==> config.mk <==
export PLATFORM = sky130hd
export DESIGN_NAME = program_loader_flat
export DESIGN_NICKNAME = d
export VERILOG_FILES = /design/src/rtl/program_loader_pkg.sv /design/src/rtl/program_loader_if.sv /design/src/rtl/program_loader_byte_packer.sv /design/src/rtl/program_loader.sv /design/src/flat_wrapper.sv
export SDC_FILE = /design/constraint.sdc
export NUM_CORES = 1
export LEC_CHECK = 0
export CAP_MARGIN = 20
export CORE_MARGIN = 4
export CORE_UTILIZATION = 30
export DETAILED_ROUTE_END_ITERATION = 8
export SETUP_SLACK_MARGIN = 0.2
export SYNTH_ARGS = -nofsm -noshare
export SYNTH_HDL_FRONTEND = slang
export SYNTH_SLANG_ARGS = --single-unit
==> constraint.sdc <==
create_clock -name clock -period 3.85 [get_ports clock]
set_input_delay 0.77 -clock clock [delete_from_list [all_inputs] [get_ports clock]]
set_output_delay 0.77 -clock clock [all_outputs]
set_load 0.01 [all_outputs]
==> src/rtl/program_loader_pkg.sv <==
// Shared types and constants for the program loader: FSM states, memory target
// select and the byte/word geometry of the packing stream.
package program_loader_pkg;

   typedef enum logic [1:0] {
      ST_IDLE    = 2'd0,
      ST_COLLECT = 2'd1,
      ST_WRITE   = 2'd2,
      ST_DONE    = 2'd3
   } state_t;

   localparam logic TARGET_INSTRUCTION = 1'b0;
   localparam logic TARGET_DATA        = 1'b1;

   localparam int unsigned WORD_BYTES = 4;
   localparam int unsigned BYTE_WIDTH = 8;
   localparam int unsigned WORD_WIDTH = WORD_BYTES * BYTE_WIDTH;

   typedef logic [WORD_WIDTH-1:0] word_t;

endpackage

==> src/rtl/program_loader_if.sv <==
// Load control, byte stream and memory write bus of the program loader.
// master = byte source / controller side, slave = the loader.
interface program_loader_if #(
   parameter int unsigned ADDR_WIDTH = 6
);
   logic                                         load_start;
   logic                                         load_target;
   logic [ADDR_WIDTH-1:0]                        load_base_address;
   logic [ADDR_WIDTH:0]                          load_count;
   logic                                         load_abort;
   logic                                         byte_valid;
   logic [program_loader_pkg::BYTE_WIDTH-1:0]    byte_data;
   logic                                         byte_ready;
   logic                                         instruction_write_enable;
   logic                                         data_write_enable;
   logic [ADDR_WIDTH-1:0]                        write_address;
   logic [program_loader_pkg::WORD_WIDTH-1:0]    write_data;
   logic                                         processor_hold;
   logic                                         busy;
   logic                                         done;

   modport master (
      output load_start, load_target, load_base_address, load_count, load_abort,
      output byte_valid, byte_data,
      input  byte_ready, instruction_write_enable, data_write_enable,
      input  write_address, write_data, processor_hold, busy, done
   );

   modport slave (
      input  load_start, load_target, load_base_address, load_count, load_abort,
      input  byte_valid, byte_data,
      output byte_ready, instruction_write_enable, data_write_enable,
      output write_address, write_data, processor_hold, busy, done
   );

endinterface

==> src/rtl/program_loader_byte_packer.sv <==
// Packs accepted bytes big-endian into a word; flags the beat that completes it.
module program_loader_byte_packer
   import program_loader_pkg::*;
(
   input  logic                  clock,
   input  logic                  reset,
   input  logic                  clear,
   input  logic                  accept,
   input  logic [BYTE_WIDTH-1:0] byte_data,
   output word_t                 word_c,
   output logic                  word_complete_c
);
   localparam int unsigned HELD_WIDTH = WORD_WIDTH - BYTE_WIDTH;

   logic [1:0]            byte_count;
   logic [HELD_WIDTH-1:0] held;

   // Only the first three bytes need storage; the fourth is taken straight from the bus.
   always_ff @(posedge clock or posedge reset) begin
      if (reset) begin
         byte_count <= 2'd0;
         held       <= '0;
      end else if (clear) begin
         byte_count <= 2'd0;
         held       <= '0;
      end else if (accept) begin
         byte_count <= byte_count + 2'd1;
         held       <= word_c[HELD_WIDTH-1:0];
      end
   end

   assign word_c          = {held, byte_data};
   assign word_complete_c = accept && (byte_count == 2'(WORD_BYTES - 1));

endmodule

==> src/rtl/program_loader.sv <==
// Debug write port: streams bytes into 32-bit words and writes them sequentially
// into instruction or data memory while holding the processor in reset.
module program_loader
   import program_loader_pkg::*;
#(
   parameter int unsigned ADDR_WIDTH = 6
) (
   input logic             clock,
   input logic             reset,
   program_loader_if.slave bus
);
   localparam logic [ADDR_WIDTH:0] MAX_COUNT = (ADDR_WIDTH+1)'(2**ADDR_WIDTH);

   state_t                state;
   state_t                next_state;
   logic                  target;
   logic [ADDR_WIDTH-1:0] addr_ptr;
   logic [ADDR_WIDTH:0]   words_left;
   logic                  busy_q;
   logic                  byte_accept_c;
   logic                  word_complete_c;
   word_t                 word_c;

   assign bus.byte_ready     = (state == ST_COLLECT);
   assign bus.busy           = busy_q;
   assign bus.processor_hold = busy_q;
   assign byte_accept_c      = bus.byte_valid && (state == ST_COLLECT);

   program_loader_byte_packer u_packer (
      .clock           (clock),
      .reset           (reset),
      .clear           (state == ST_IDLE),
      .accept          (byte_accept_c),
      .byte_data       (bus.byte_data),
      .word_c          (word_c),
      .word_complete_c (word_complete_c)
   );

   always_ff @(posedge clock or posedge reset) begin
      if (reset) state <= ST_IDLE;
      else       state <= next_state;
   end

   // Abort takes priority over both word completion and load completion.
   always_comb begin
      next_state = state;
      case (state)
         ST_IDLE: begin
            if (bus.load_start)
               next_state = (bus.load_count == '0) ? ST_DONE : ST_COLLECT;
         end
         ST_COLLECT: begin
            if (bus.load_abort)      next_state = ST_IDLE;
            else if (word_complete_c) next_state = ST_WRITE;
         end
         ST_WRITE: begin
            if (bus.load_abort)                           next_state = ST_IDLE;
            else if (words_left == (ADDR_WIDTH+1)'(1))   next_state = ST_DONE;
            else                                          next_state = ST_COLLECT;
         end
         ST_DONE: next_state = ST_IDLE;
         default: next_state = ST_IDLE;
      endcase
   end

   // Load parameters latched on start; address and remaining count step after each write.
   always_ff @(posedge clock or posedge reset) begin
      if (reset) begin
         target     <= TARGET_INSTRUCTION;
         addr_ptr   <= '0;
         words_left <= '0;
      end else if ((state == ST_IDLE) && bus.load_start) begin
         target     <= bus.load_target;
         addr_ptr   <= bus.load_base_address;
         words_left <= (bus.load_count > MAX_COUNT) ? MAX_COUNT : bus.load_count;
      end else if (state == ST_WRITE) begin
         addr_ptr   <= addr_ptr + ADDR_WIDTH'(1);
         words_left <= words_left - (ADDR_WIDTH+1)'(1);
      end
   end

   // Outputs registered from the next state so they line up with the state they describe.
   always_ff @(posedge clock or posedge reset) begin
      if (reset) begin
         busy_q                       <= 1'b0;
         bus.done                     <= 1'b0;
         bus.instruction_write_enable <= 1'b0;
         bus.data_write_enable        <= 1'b0;
         bus.write_address            <= '0;
         bus.write_data               <= '0;
      end else begin
         busy_q                       <= (next_state != ST_IDLE);
         bus.done                     <= (next_state == ST_DONE);
         bus.instruction_write_enable <= (next_state == ST_WRITE) && (target == TARGET_INSTRUCTION);
         bus.data_write_enable        <= (next_state == ST_WRITE) && (target == TARGET_DATA);
         if (next_state == ST_WRITE) begin
            bus.write_address <= addr_ptr;
            bus.write_data    <= word_c;
         end
      end
   end

endmodule

==> src/flat_wrapper.sv <==
// flat-port wrapper written by rule: the top's interface ports become plain ports
module program_loader_flat import program_loader_pkg::*;
#(
   parameter int unsigned ADDR_WIDTH = 6
)
  (clock, reset, bus_load_start, bus_load_target, bus_load_base_address, bus_load_count, bus_load_abort, bus_byte_valid, bus_byte_data, bus_byte_ready, bus_instruction_write_enable, bus_data_write_enable, bus_write_address, bus_write_data, bus_processor_hold, bus_busy, bus_done);
  program_loader_if #(.ADDR_WIDTH(ADDR_WIDTH)) bus_i ();
  input logic clock;
  input logic reset;
  input wire logic [$bits(bus_i.load_start)-1:0] bus_load_start;
  input wire logic [$bits(bus_i.load_target)-1:0] bus_load_target;
  input wire logic [$bits(bus_i.load_base_address)-1:0] bus_load_base_address;
  input wire logic [$bits(bus_i.load_count)-1:0] bus_load_count;
  input wire logic [$bits(bus_i.load_abort)-1:0] bus_load_abort;
  input wire logic [$bits(bus_i.byte_valid)-1:0] bus_byte_valid;
  input wire logic [$bits(bus_i.byte_data)-1:0] bus_byte_data;
  output wire logic [$bits(bus_i.byte_ready)-1:0] bus_byte_ready;
  output wire logic [$bits(bus_i.instruction_write_enable)-1:0] bus_instruction_write_enable;
  output wire logic [$bits(bus_i.data_write_enable)-1:0] bus_data_write_enable;
  output wire logic [$bits(bus_i.write_address)-1:0] bus_write_address;
  output wire logic [$bits(bus_i.write_data)-1:0] bus_write_data;
  output wire logic [$bits(bus_i.processor_hold)-1:0] bus_processor_hold;
  output wire logic [$bits(bus_i.busy)-1:0] bus_busy;
  output wire logic [$bits(bus_i.done)-1:0] bus_done;
  assign bus_i.load_start = bus_load_start;
  assign bus_i.load_target = bus_load_target;
  assign bus_i.load_base_address = bus_load_base_address;
  assign bus_i.load_count = bus_load_count;
  assign bus_i.load_abort = bus_load_abort;
  assign bus_i.byte_valid = bus_byte_valid;
  assign bus_i.byte_data = bus_byte_data;
  assign bus_byte_ready = bus_i.byte_ready;
  assign bus_instruction_write_enable = bus_i.instruction_write_enable;
  assign bus_data_write_enable = bus_i.data_write_enable;
  assign bus_write_address = bus_i.write_address;
  assign bus_write_data = bus_i.write_data;
  assign bus_processor_hold = bus_i.processor_hold;
  assign bus_busy = bus_i.busy;
  assign bus_done = bus_i.done;
  program_loader #(.ADDR_WIDTH(ADDR_WIDTH)) u_core (.clock(clock), .reset(reset), .bus(bus_i));
endmodule
---- Word-level counts from Yosys, hierarchy flattened ----
Cells that the tools add are included.
cells by class
  bitwise logic cells ..................... 1
  order comparisons ....................... 1
  $add $sub $neg .......................... 3
  reduce and logical (&&, ||, !) cells .... 10
  muxes and demuxes ....................... 16
  equal/unequal tests ..................... 7
operators with widths
  operator                                                             count
  24-bit 2-to-1 mux                                                    2
  7-bit 2-to-1 mux                                                     3
  2-bit 2-to-1 mux                                                     8
  6-bit 2-to-1 mux                                                     2
  2-bit == test (second input constant)                                5
  2-bit one-hot mux with 4 select lines                                1
  7-bit by 1-bit == test with 1-bit output (second input constant)     1
  7-bit > comparator (second input constant)                           1
  7-bit logical NOT                                                    1
  7-bit by 1-bit subtractor with 7-bit output (second input constant)  1
  6-bit by 1-bit adder with 6-bit output (second input constant)       1
  2-bit nonzero test                                                   3
  1-bit logical AND                                                    5
  2-bit by 1-bit adder with 2-bit output (second input constant)       1
  2-bit by 1-bit == test with 1-bit output (second input constant)     1
  2-bit logical NOT                                                    1
  1-bit NOT                                                            1
word-level totals
  output and inout bits ................... 44
  register bits ........................... 84
  logic and storage cells ................. 50
  input bits .............................. 27

---- Depth between registers and ports, before layout ----
  word-level depth ........................ 8
  mapped depth ............................ 6

---- Cells and area by module ----
Synthesis repeated with hierarchy kept, for this count alone.
second synthesis, totals
  cell total of the unflattened synthesis .. 314
  area, all modules ....................... 3787.4 um2
by module, submodules not included
  module                      cells an instance  area an instance (um2)  times used  seq. area each (um2)
  program_loader              219                2628.8                  1           1451.4
  program_loader_byte_packer  95                 1158.6                  1           650.6

---- Worst setup path after synthesis ----
No wires, ideal clock.
  path type ............................... in2reg
  start ................................... input port bus_byte_valid
  end ..................................... register u_core.bus.write_address[0]
  arrival ................................. 1.523 ns
  cell stages on the path ................. 5
  setup time .............................. 0.125 ns
  path slack .............................. 2.202 ns
  buffers on the path ..................... 2
  required time ........................... 3.725 ns
  cells stage by stage .................... nand3_2 > nor2_4 > buf_6 > buf_12 > mux2_4
between the ends
  longest elaborated chain between the ends .. 6
ends and longest elaborated chain
  what                                   line                              source
  start: declaration                     flat_wrapper.sv:15                input wire logic [$bits(bus_i.byte_valid)-1:0] bus_byte_valid;
  1-bit logical AND                      program_loader.sv:27              assign byte_accept_c = bus.byte_valid && (state == ST_COLLECT);
  1-bit logical AND                      program_loader_byte_packer.sv:33  assign word_complete_c = accept && (byte_count == 2'(WORD_BYTES - 1));
  2-bit 2-to-1 mux                       program_loader.sv:54              else if (word_complete_c) next_state = ST_WRITE;
  2-bit 2-to-1 mux                       program_loader.sv:53              if (bus.load_abort) next_state = ST_IDLE;
  2-bit one-hot mux with 4 select lines  program_loader.sv:47              case (state)
  2-bit == test                          program_loader.sv:96              if (next_state == ST_WRITE) begin
  end signal: assignment                 program_loader.sv:97              bus.write_address <= addr_ptr;
  end: declaration                       program_loader_if.sv:33           output write_address, write_data, processor_hold, busy, done
Every way passes these cells.
A chain may end at the register's enable or synchronous reset.

---- Worst setup path after layout ----
  start ................................... register u_core.state[1]
  end ..................................... output port bus_byte_ready
between the ends
  longest elaborated chain between the ends .. 1
ends and longest elaborated chain
  what                                      line                  source
  start: declaration                        program_loader.sv:14  state_t state;
  start signal: assignment                  program_loader.sv:41  else state <= next_state;
  2-bit by 1-bit == test with 1-bit output  program_loader.sv:24  assign bus.byte_ready = (state == ST_COLLECT);
  end: declaration                          flat_wrapper.sv:17    output wire logic [$bits(bus_i.byte_ready)-1:0] bus_byte_ready;
Every way passes these cells.

==> results.md <==
* Routed wire length per instance at ~15 µm
* Slew HR at about 41%
* Synth cell types at 40
* Row count at 38
* WL final at roughly 7.2 mm
* Clock Path Buffers at 2
* Total I/O pin count at between 70 and 80
* CTS tree: yes
* P_sw at roughly 0.00057 W
* Syn Nets at between 200 and 300
* Post-route setup slack at about 1500 ps
* CTS root buf: clkbuf_16
* N_diodes at 0
* GRT overflow at 0
* Core Area at approximately 11,000 µm²
* Area grow syn2layout at 32.8%
* Port Buf Inserts at 70
* Count of final hold-check violations at 0
* Synthesized area at 3430 µm²
* Clock buffer count from CTS at 9
* EDFF count, synth at 0
* Largest net degree at the start of global routing at 52
* Leakage power at 2.06 nW
* Power per cell area at between 400 and 500 nW/µm²
* Max IR drop VDD at about 240 µV
* Place WS at around 1300 ps
* CP required at 3080 ps
* Outcome: complete, no violations
* CP Class: flop to output pin
* CTS sink cnt at 84
* Avg Cell Area, Syn at about 14 µm²
* Global-route wire length before repair at roughly 11 mm
* Setup Buffers After CTS at 0
* P_int at ~0.0017 W
* Reg power frac at approximately 47%
* Total track usage at between 10 and 15%
* Synth warn at 0
* Die W at between 100 and 150 µm
* Placed Cells at 454
* Clk pin slew, worst setup/hold paths at around 60 ps
* Final setup vio count at 0
* Crit. Startpoint: u_core.state[1]
* Fin Hold WS at approximately 460 ps
* R2R setup slack at ~1900 ps
* Hold Crit Depth at 1
* Setup TNS at 0 ps
* Detail Placement HPWL at between 5 and 6 mm
* Vias/cell at 4.72
* Gp weighted congestion at 0.797
* Vias in the first global route at between 2,000 and 2,500
* Vias at between 2,000 and 2,500
* Fin cells at 470
* Fillers at between 1,000 and 1,500
* Hold Path Origin: u_core.target
* CP Max Fanout at 6
* Detailed Routing Iterations Pass 1 at 6
* Fin Clk Skew at around 4.2 ps
* DR iter-0 viols at 82
* Nets at 356
* RR Endpoint: u_core.bus.write_data[4]
* Antenna viol nets, final at 0
* H-tree Lvls at 3
* Chip height at 115 µm
* Initial core utilization at between 30% and 40%
* Startpoint Class: flop
* Worst Path Arrival at between 1500 and 2000 ps
* Switching Share at roughly a quarter
* Synth Flop Type: dfrtp_1
* Residual DRC count at 0
* Post_cts resized at 0
* Fin. max-slew vios at 0
* Fmax at 422 MHz
* Full die area at about 13,000 µm²
* Clk_lat worst skew at around 320 ps
* Least-Margin Pin Slew at a little under 900 ps
* Clk network pwr share at between 30% and 40%
* Layout cell share with drive strength beyond 1 at between 20% and 30%
* RR Startpoint: u_core.state[1]
* Hold path endpoint: u_core.bus.instruction_write_enable
* Logic gate share of total power at between 10 and 15%
* Crit path time final at roughly 2400 ps
* Period utilization at between 60 and 70%
* Hold/Removal Path Class: flop to flop
* Most frequent cells in the layout: 84 x dfrtp_1, 70 x clkdlybuf4s50_1, 30 x mux2_2
* Register area share after synthesis at slightly above 60%
* Yosys reg bits at 84
* R2R cell count at 5
* Syn Inst Count at approximately 250
* Initial antenna violation count at 0
* Async SR Flop Fraction at 100%
* Max-cap violation count at 0
* Unrepaired setup endpoints after global routing: false
* CTS hold repair buffers at 0
* Most common cell after layout, fill and taps aside: dfrtp_1
* Crit. End Element: output pin
-- logic make-up (layout without fill, tap and decap cells) --
group	Yosys count	in the layout	share of synthesized area (%)
simple gates	46	46	7.33
flops	84	84	61.2
xor+xnor	5	5	1.28
fa+ha+maj	4	4	1.46
mux	39	39	13.8
buf+inv	21	98	3.46
compound gates	54	54	11.5
-- metal layers --
metal  vias up  part of all wire [%]  track usage, %  routed length [µm]
met2        45                    47            16.4                3400
met5         -                     0               0                   0
met3         8                   3.5            2.63                 249
met4         0                   1.5            4.23                 111
met1      1099                    48            15.7                3440
li1       1066                     -               -                   -
-- per-stage QoR --
stage               power, W  utilization (%)  area, µm²
finish               0.00222             41.3       4560
global route         0.00234             41.3       4560
CTS                  0.00225             41.3       4560
detailed placement   0.00139             38.6       4260
global placement     0.00138             38.6       4260
floorplan            0.00124                -       3430
-- cells in the mapped netlist (all sizes together) (2+ instances only) --
cell type,n,area share [%]
dfrtp,84,61
mux2,39,14
a22o,25,6.4
a21oi,11,1.6
nand2,11,1.2
buf,9,2.2
nor2,9,1.2
o21ai,9,1.3
clkbuf,6,0.66
inv,6,0.66
nand3,6,1.0
ha,4,1.5
xor2,4,1.0
a32oi,3,0.77
and2,3,0.55
nor3,3,0.44
nor4,3,0.73
nand4,2,0.36
nor3b,2,0.44
or2,2,0.36
-- sequential cells by signal (all words and copies together) (netlist names) --
name	count
u_core.bus.write_address	6
u_core.bus.done	1
u_core.u_packer.held	24
u_core.u_packer.byte_count	2
u_core.addr_ptr	6
u_core.bus.instruction_write_enable	1
u_core.words_left	7
u_core.bus.write_data	32
u_core.target	1
u_core.state	2
u_core.bus.busy	1
u_core.bus.data_write_enable	1
-- worst max-delay path by stage --
stage / slack [ps] / cells after the start / end
2_1_floorplan: 910 / 1 / u_core.addr_ptr[0]
3_3_place_gp: 1330 / 5 / u_core.bus.write_data[6]
3_5_place_dp: 1300 / 5 / u_core.bus.write_data[0]
4_1_cts: 1460 / 2 / bus_byte_ready
5_1_grt: 1430 / 2 / bus_byte_ready
6_report: 1480 / 2 / bus_byte_ready
-- area by class of cell --
| cell class | instances | area, µm² | share of cell area (%) |
|---|---|---|---|
| clock buffer | 10 | 229 | 5.02 |
| clock inverter | 6 | 71.3 | 1.56 |
| inverter | 6 | 23.8 | 0.521 |
| multi-input combinational | 148 | 1210 | 26.6 |
| sequential | 84 | 2100 | 46.1 |
| tap | 140 | 175 | 3.84 |
| timing repair buffer | 76 | 746 | 16.4 |
-- critical path, stage by stage, from the launching register on --
cell and delay [ps]:
dfrtp_1 430, and2b_4 310, clkdlybuf4s50_1 540
-- power groups by stage --
| stage | clock network, W | logic, W | registers, W |
|---|---|---|---|
| 6_report | 0.000849 | 0.000324 | 0.00105 |
| 5_1_grt | 0.000917 | 0.000359 | 0.00106 |
| 4_1_cts | 0.000876 | 0.000331 | 0.00105 |
| 3_5_place_dp | 0 | 0.000330 | 0.00106 |
| 3_3_place_gp | 0 | 0.000324 | 0.00106 |
| 2_1_floorplan | 0 | 0.000186 | 0.00105 |
No activity file was read; power rests on OpenSTA's default activity.
